## src/rtl/ysyx_23060124_wbu.sv

```systemverilog
// Write-back stage: latches one retired instruction, issues a single
// register-file write, then holds the commit token until fetch takes it.
module ysyx_23060124_wbu #(
  parameter int unsigned XLEN  = 32,
  parameter int unsigned RF_AW = 5
) (
  input  logic             clock,
  input  logic             rst_n,
  input  logic             in_valid,
  output logic             in_ready,
  input  logic [XLEN-1:0]  in_pc,
  input  logic [XLEN-1:0]  in_dnpc,
  input  logic [XLEN-1:0]  in_alu_res,
  input  logic [XLEN-1:0]  in_lsu_rdata,
  input  logic [XLEN-1:0]  in_csr_rdata,
  input  logic [1:0]       in_wb_sel,
  input  logic [2:0]       in_ld_fmt,
  input  logic [RF_AW-1:0] in_rd,
  input  logic             in_rd_wen,
  output logic             rf_wen,
  output logic [RF_AW-1:0] rf_waddr,
  output logic [XLEN-1:0]  rf_wdata,
  output logic             cm_valid,
  input  logic             cm_ready,
  output logic [XLEN-1:0]  cm_pc,
  output logic [XLEN-1:0]  cm_dnpc
);

  localparam int unsigned BYTE_W = 8;
  localparam int unsigned HALF_W = 16;

  localparam logic [1:0] SEL_ALU  = 2'd0;
  localparam logic [1:0] SEL_LOAD = 2'd1;
  localparam logic [1:0] SEL_PC4  = 2'd2;
  localparam logic [1:0] SEL_CSR  = 2'd3;

  localparam logic [2:0] FMT_LB  = 3'd0;
  localparam logic [2:0] FMT_LH  = 3'd1;
  localparam logic [2:0] FMT_LBU = 3'd4;
  localparam logic [2:0] FMT_LHU = 3'd5;

  typedef enum logic [1:0] {
    IDLE   = 2'd0,
    WB     = 2'd1,
    COMMIT = 2'd2
  } state_e;

  state_e          state, state_d;
  logic            accept;
  logic            in_ready_d;
  logic            rf_wen_d;
  logic            cm_valid_d;
  logic [XLEN-1:0] ld_data;
  logic [XLEN-1:0] result;

  // Load extension and result select on the instruction captured at the handshake edge
  always_comb begin
    ld_data = in_lsu_rdata;
    case (in_ld_fmt)
      FMT_LB:  ld_data = {{(XLEN-BYTE_W){in_lsu_rdata[BYTE_W-1]}}, in_lsu_rdata[BYTE_W-1:0]};
      FMT_LH:  ld_data = {{(XLEN-HALF_W){in_lsu_rdata[HALF_W-1]}}, in_lsu_rdata[HALF_W-1:0]};
      FMT_LBU: ld_data = {{(XLEN-BYTE_W){1'b0}}, in_lsu_rdata[BYTE_W-1:0]};
      FMT_LHU: ld_data = {{(XLEN-HALF_W){1'b0}}, in_lsu_rdata[HALF_W-1:0]};
      default: ld_data = in_lsu_rdata;
    endcase
    result = in_alu_res;
    case (in_wb_sel)
      SEL_ALU:  result = in_alu_res;
      SEL_LOAD: result = ld_data;
      SEL_PC4:  result = in_pc + XLEN'(4);
      SEL_CSR:  result = in_csr_rdata;
      default:  result = in_alu_res;
    endcase
  end

  // State register
  always_ff @(posedge clock or negedge rst_n) begin
    if (!rst_n) state <= IDLE;
    else        state <= state_d;
  end

  // Next state and next values of the registered control outputs
  always_comb begin
    state_d    = state;
    accept     = 1'b0;
    in_ready_d = 1'b0;
    rf_wen_d   = 1'b0;
    cm_valid_d = 1'b0;
    case (state)
      IDLE: begin
        if (in_valid) begin
          accept   = 1'b1;
          state_d  = WB;
          rf_wen_d = in_rd_wen && (in_rd != '0);
        end else begin
          in_ready_d = 1'b1;
        end
      end
      WB: begin
        state_d    = COMMIT;
        cm_valid_d = 1'b1;
      end
      COMMIT: begin
        if (cm_ready) begin
          state_d    = IDLE;
          in_ready_d = 1'b1;
        end else begin
          cm_valid_d = 1'b1;
        end
      end
      default: begin
        state_d    = IDLE;
        in_ready_d = 1'b1;
      end
    endcase
  end

  // Registered control outputs
  always_ff @(posedge clock or negedge rst_n) begin
    if (!rst_n) begin
      in_ready <= 1'b1;
      rf_wen   <= 1'b0;
      cm_valid <= 1'b0;
    end else begin
      in_ready <= in_ready_d;
      rf_wen   <= rf_wen_d;
      cm_valid <= cm_valid_d;
    end
  end

  // Payload captured once per accepted instruction and held through commit
  always_ff @(posedge clock or negedge rst_n) begin
    if (!rst_n) begin
      rf_waddr <= '0;
      rf_wdata <= '0;
      cm_pc    <= '0;
      cm_dnpc  <= '0;
    end else if (accept) begin
      rf_waddr <= in_rd;
      rf_wdata <= result;
      cm_pc    <= in_pc;
      cm_dnpc  <= in_dnpc;
    end
  end

endmodule

```

## config.mk

```make
export PLATFORM = sky130hd
export DESIGN_NAME = ysyx_23060124_wbu
export DESIGN_NICKNAME = d
export VERILOG_FILES = /design/src/rtl/ysyx_23060124_wbu.sv
export SDC_FILE = /design/constraint.sdc
export NUM_CORES = 1
export LEC_CHECK = 0
export ABC_AREA = 1
export CORE_ASPECT_RATIO = 0.8
export CORE_MARGIN = 3
export CORE_UTILIZATION = 42
export CTS_CLUSTER_SIZE = 12
export DETAILED_ROUTE_END_ITERATION = 10
export PLACE_DENSITY = 0.82
export SLEW_MARGIN = 5
export SYNTH_ARGS = -nofsm -noshare
export SYNTH_HDL_FRONTEND = slang
export SYNTH_SLANG_ARGS = --single-unit
```

## constraint.sdc

```tcl
create_clock -name clock -period 2 [get_ports clock]
set_input_delay 0.4 -clock clock [delete_from_list [all_inputs] [get_ports clock]]
set_output_delay 0.4 -clock clock [all_outputs]
set_load 0.05 [all_outputs]
```

-- After elaboration in Yosys (flattened, before gate mapping)
Index checks and enable logic that the tools add are counted.
Widths: inputs -> output; s select.
- add/subtract/negate cells: 1
- equal/unequal tests: 10
- mux-type cells: 14
- reduce and logical (&&, ||, !) cells: 6
- operators by type and width (cell ; number):
    $pmux 32 s4 ; 2
    $add 32x3->32 const B ; 1
    $mux 1 ; 7
    $eq 2x2->1 const B ; 3
    $eq 3x3->1 const B ; 2
    $pmux 2 s3 ; 1
    $reduce_bool 5->1 ; 1
    $eq 2x1->1 const B ; 2
    $logic_not 2->1 ; 2
    $mux 2 ; 2
    $ne 2x2->1 const B ; 2
    $eq 3x1->1 const B ; 1
    $logic_not 3->1 ; 1
    $pmux 1 s3 ; 1
    $pmux 1 s2 ; 1
    $reduce_and 2->1 ; 1
    $logic_and 1x1->1 ; 1
- register bits: 106
- bits of input ports: 175
- output and inout bits: 104
- logic and storage cells: 39

-- Depth between registers and ports, before layout
- depth after elaboration: 4
- depth in mapped cells: 11
- mapped depth without buffers: 11

-- Worst setup path before layout
Ideal clock, no wire load.
- path type: register -> register
- from: reg state[0]
- to: reg cm_dnpc[10]
- setup time: 0.066 ns
- data arrival time: 1.444 ns
- required time: 1.934 ns
- path slack: 0.491 ns
- stages on the path, launching flop included: 8
- path buffers: 2
- period minus slack after synthesis: 1.509 ns
- path through: dfrtp_1 -> inv_1 -> ha_1 -> nand2_1 -> buf_2 -> buf_1 -> nand2_1 -> nand2_1
- longest elaborated chain between the ends: 2
- ends and longest elaborated chain (what ; line ; text):
    from (decl) ; 48 ; state_e state, state_d;
    from (signal assigned) ; 79 ; else state <= state_d;
    $logic_not 2->1 ; 89 ; case (state)
    $mux 1 ; 89 ;
    to (signal assigned) ; 142 ; cm_dnpc <= in_dnpc;
    to (decl) ; 26 ; output logic [XLEN-1:0] cm_dnpc
Every way passes these cells.
A chain may end at the register's enable or synchronous reset.

-- Final worst setup path
- from: reg rf_wdata[15]
- to: out rf_wdata[15]
- RTL lines (what ; line ; text):
    from (decl) ; 22 ; output logic [XLEN-1:0] rf_wdata,
    from (signal assigned) ; 140 ; rf_wdata <= result;
No word-level cell between the ends.

==> reports/qor.yml <==
r2r_cells: 7
seqCellArea_um2: 2654
postCtsSetupRepairBufs: 0
peakVddDrop_mv: 1.059
clockBufferDepth: 2
utilization_pct: 69.42
die_y_um: 112.0
core_region_area_um2: 13650
critPathArrivalTime_ps: 1560
die_area_um2: 15510
cts_hold_buf: 0
leakagePower_nw: 4.654
rows: 38
ioPinCount: 279
place_area_um2: 9195
post_cts_resized: 0
remaining_drc_errors: 0
maxCapViolations: 0
hold_class: "input pin to asynchronous set/reset pin"
drt-wirelength-per-cell_um: 16.14
multi_input_area_um2: 2872
cts_tree: "done"
setup_viol: 0
dp_cells: 1345
first_pass_iters: 5
grt_start_max_net_pins: 68
ys_types: 29
critical_path.cell_chain: "clkdlybuf4s50_1"
status: "finished, final reports clean"
cts_inserted_buffers: 9
cp_max_fo: 2
fmax_ghz: 0.5094
power_mw: 13.42
h-tree-depth: 3
period_needed_ps: 1963
dieWidth_um: 138.5
antenna_cells: 0
track_usage_pct: 28.22
dpl.hpwl_um: 17720
yosys_warnings: 0
drive_gt1_share_pct: 10.84
path_class: "flip-flop to output port"
crit_buf_inv: 1
cp.depth: 1
pwr_density_cell_nw_per_um2: 1417
cpLargestDelayFamily: "buffers and inverters"
path_clk_slew_ps: 70
slew-limit-headroom_pct: 64.05
critPathSlowestCell: "clkdlybuf4s50_1"
fillers: 1191
timing.hold.ws_ps: 21.47
syn-num-nets: 1043
drtAntennaViolNets: 0
clock_skew_ps: 5.632
grt_pass1_wl_um: 35050
tightestPinTransition_ps: 537.6
start_util_pct: 43.21
preCtsSetupSlack_ps: -164.6
fin_area_um2: 9473
clkLatencyLatePin_ps: 350
finalMaxSlewViolations: 0
final.period_utilization_pct: 98.16
ys_ff_latch: 106
stdcell_count: 1361
startpoint_type: "flip-flop"
synth_seq_area_share_pct: 45.00
worst_setup_path_end_kind: "output port"
grt_pass1_vias: 6545
fin_nets: 1357
drt_iter0_drc: 506
overflow: 0
avgSynthCellArea_um2: 6.841
port_buffers: 278
cts-root-buf: "clkbuf_16"
gp_congestion: 0.9095
syn_to_final_growth_pct: 60.64
setup-tns-final_ps: 0
fin_ws_ps: 36.77
netlist_instances: 862
rsz0062_at_grt: "false"
antenna_found_initial: 0
hold_viol: 0
via_count: 6723
cpPeakStageDelay_ps: 820
crit_required_ps: 1600
vias_per_cell: 4.940
numClockSinks: 106
wl_um: 21960
netlist_area_um2: 5897
[worst paths after layout]
check,slack [ps],endpoint,startpoint
max in group asynchronous,1400,rf_wdata[3]$_DFFE_PN0P_,rst_n
worst max register to register,410,cm_dnpc[15]$_DFFE_PN0P_,state[0]$_DFFE_PN0P_
worst max-delay path,40,rf_wdata[15],rf_wdata[15]$_DFFE_PN0P_
worst min-delay path,20,cm_dnpc[23]$_DFFE_PN0P_,rst_n
min in group clock,480,rf_wdata[25]$_DFFE_PN0P_,rf_wdata[25]$_DFFE_PN0P_
worst min register to register,480,rf_wdata[25]$_DFFE_PN0P_,rf_wdata[25]$_DFFE_PN0P_
[worst register-to-register path: cells and delay by family, from the launching register on]
kind | cells | cell delay (ps)
DFF | 1 | 440
and+or+nand+nor | 3 | 320
buffers and inverters | 3 | 550
adders and majority gates | 1 | 220
[cell usage after synthesis]
cell      number  area (um^2)
a21oi_1       34        170.2
a221oi_1       4        35.03
a31o_2         1        8.760
buf_1          6        22.52
buf_2          9        45.04
buf_4          5        37.54
clkbuf_1      14        52.55
clkinv_1       2        7.510
dfrtp_1      105         2628
dfstp_2        1        26.28
ha_1           6        75.07
inv_1         53        198.9
inv_2          4        15.01
nand2_1      378         1419
nand2_2        3        18.77
nand2_4        2        22.52
nand3_1       43        215.2
nand3b_1       1        7.510
nand4_1        1        6.260
nor2_1       108        405.4
nor2_2         5        31.28
nor2_4         6        67.56
o211ai_1       5        37.54
o21a_1         1        7.510
o21ai_0       56        280.3
o21ai_1        4        20.02
o22ai_1        3        18.77
o311ai_0       1        8.760
xor2_1         1        8.760
[registers in the layout, summed over array words and instances, names as in the netlist]
signal,flops
cm_dnpc,32
cm_pc,32
state,2
rf_wen,1
in_ready,1
rf_waddr,5
rf_wdata,32
cm_valid,1
[area by class of cell]
type	count	area share [%]
multi-input cells	663	30.31
repair buffers	337	34.02
flip-flops and latches	106	28.01
well taps	180	2.377
clock buffers	10	2.417
inverters	59	2.338
clock inverters	6	0.5151
[cells by family after synthesis]
family / synth area share [%]
XOR/XNOR: 0.1486
flip-flops: 45.00
AND/OR/NAND/NOR: 37.20
adder cells (fa/ha/maj): 1.273
AO/OA/AOI/OAI: 9.951
buffers and inverters: 6.429
[layout by cell type, fill, tap and decap left out]
cell type	n
a21oi_1	34
a221oi_1	4
a31o_2	1
buf_12	6
buf_4	84
clkbuf_1	1
clkbuf_16	9
clkdlybuf4s50_1	247
clkinv_1	2
clkinv_2	1
clkinvlp_4	2
dfrtp_1	105
dfstp_2	1
ha_1	6
inv_1	53
inv_2	4
inv_6	2
inv_8	1
nand2_1	377
nand2_2	3
nand2_4	3
nand3_1	43
nand3b_1	1
nand4_1	1
nor2_1	108
nor2_2	5
nor2_4	6
o211ai_1	5
o21a_1	1
o21ai_0	56
o21ai_1	4
o22ai_1	3
o311ai_0	1
xor2_1	1
[power breakdown]
group | total (mW) | switching (mW) | internal (mW)
registers | 3.72 | 0.569 | 3.15
clock network | 1.71 | 0.851 | 0.863
logic | 7.99 | 5.43 | 2.56
[layer usage]
metal	GRT usage, %	share of wire (%)	up-vias
met4	5.596	1.8	0
met5	0	0	-
met1	38.22	43	3026
met3	8.115	9.7	31
li1	-	-	3338
met2	45.74	46	328
No activity file was read; power rests on OpenSTA's default activity.
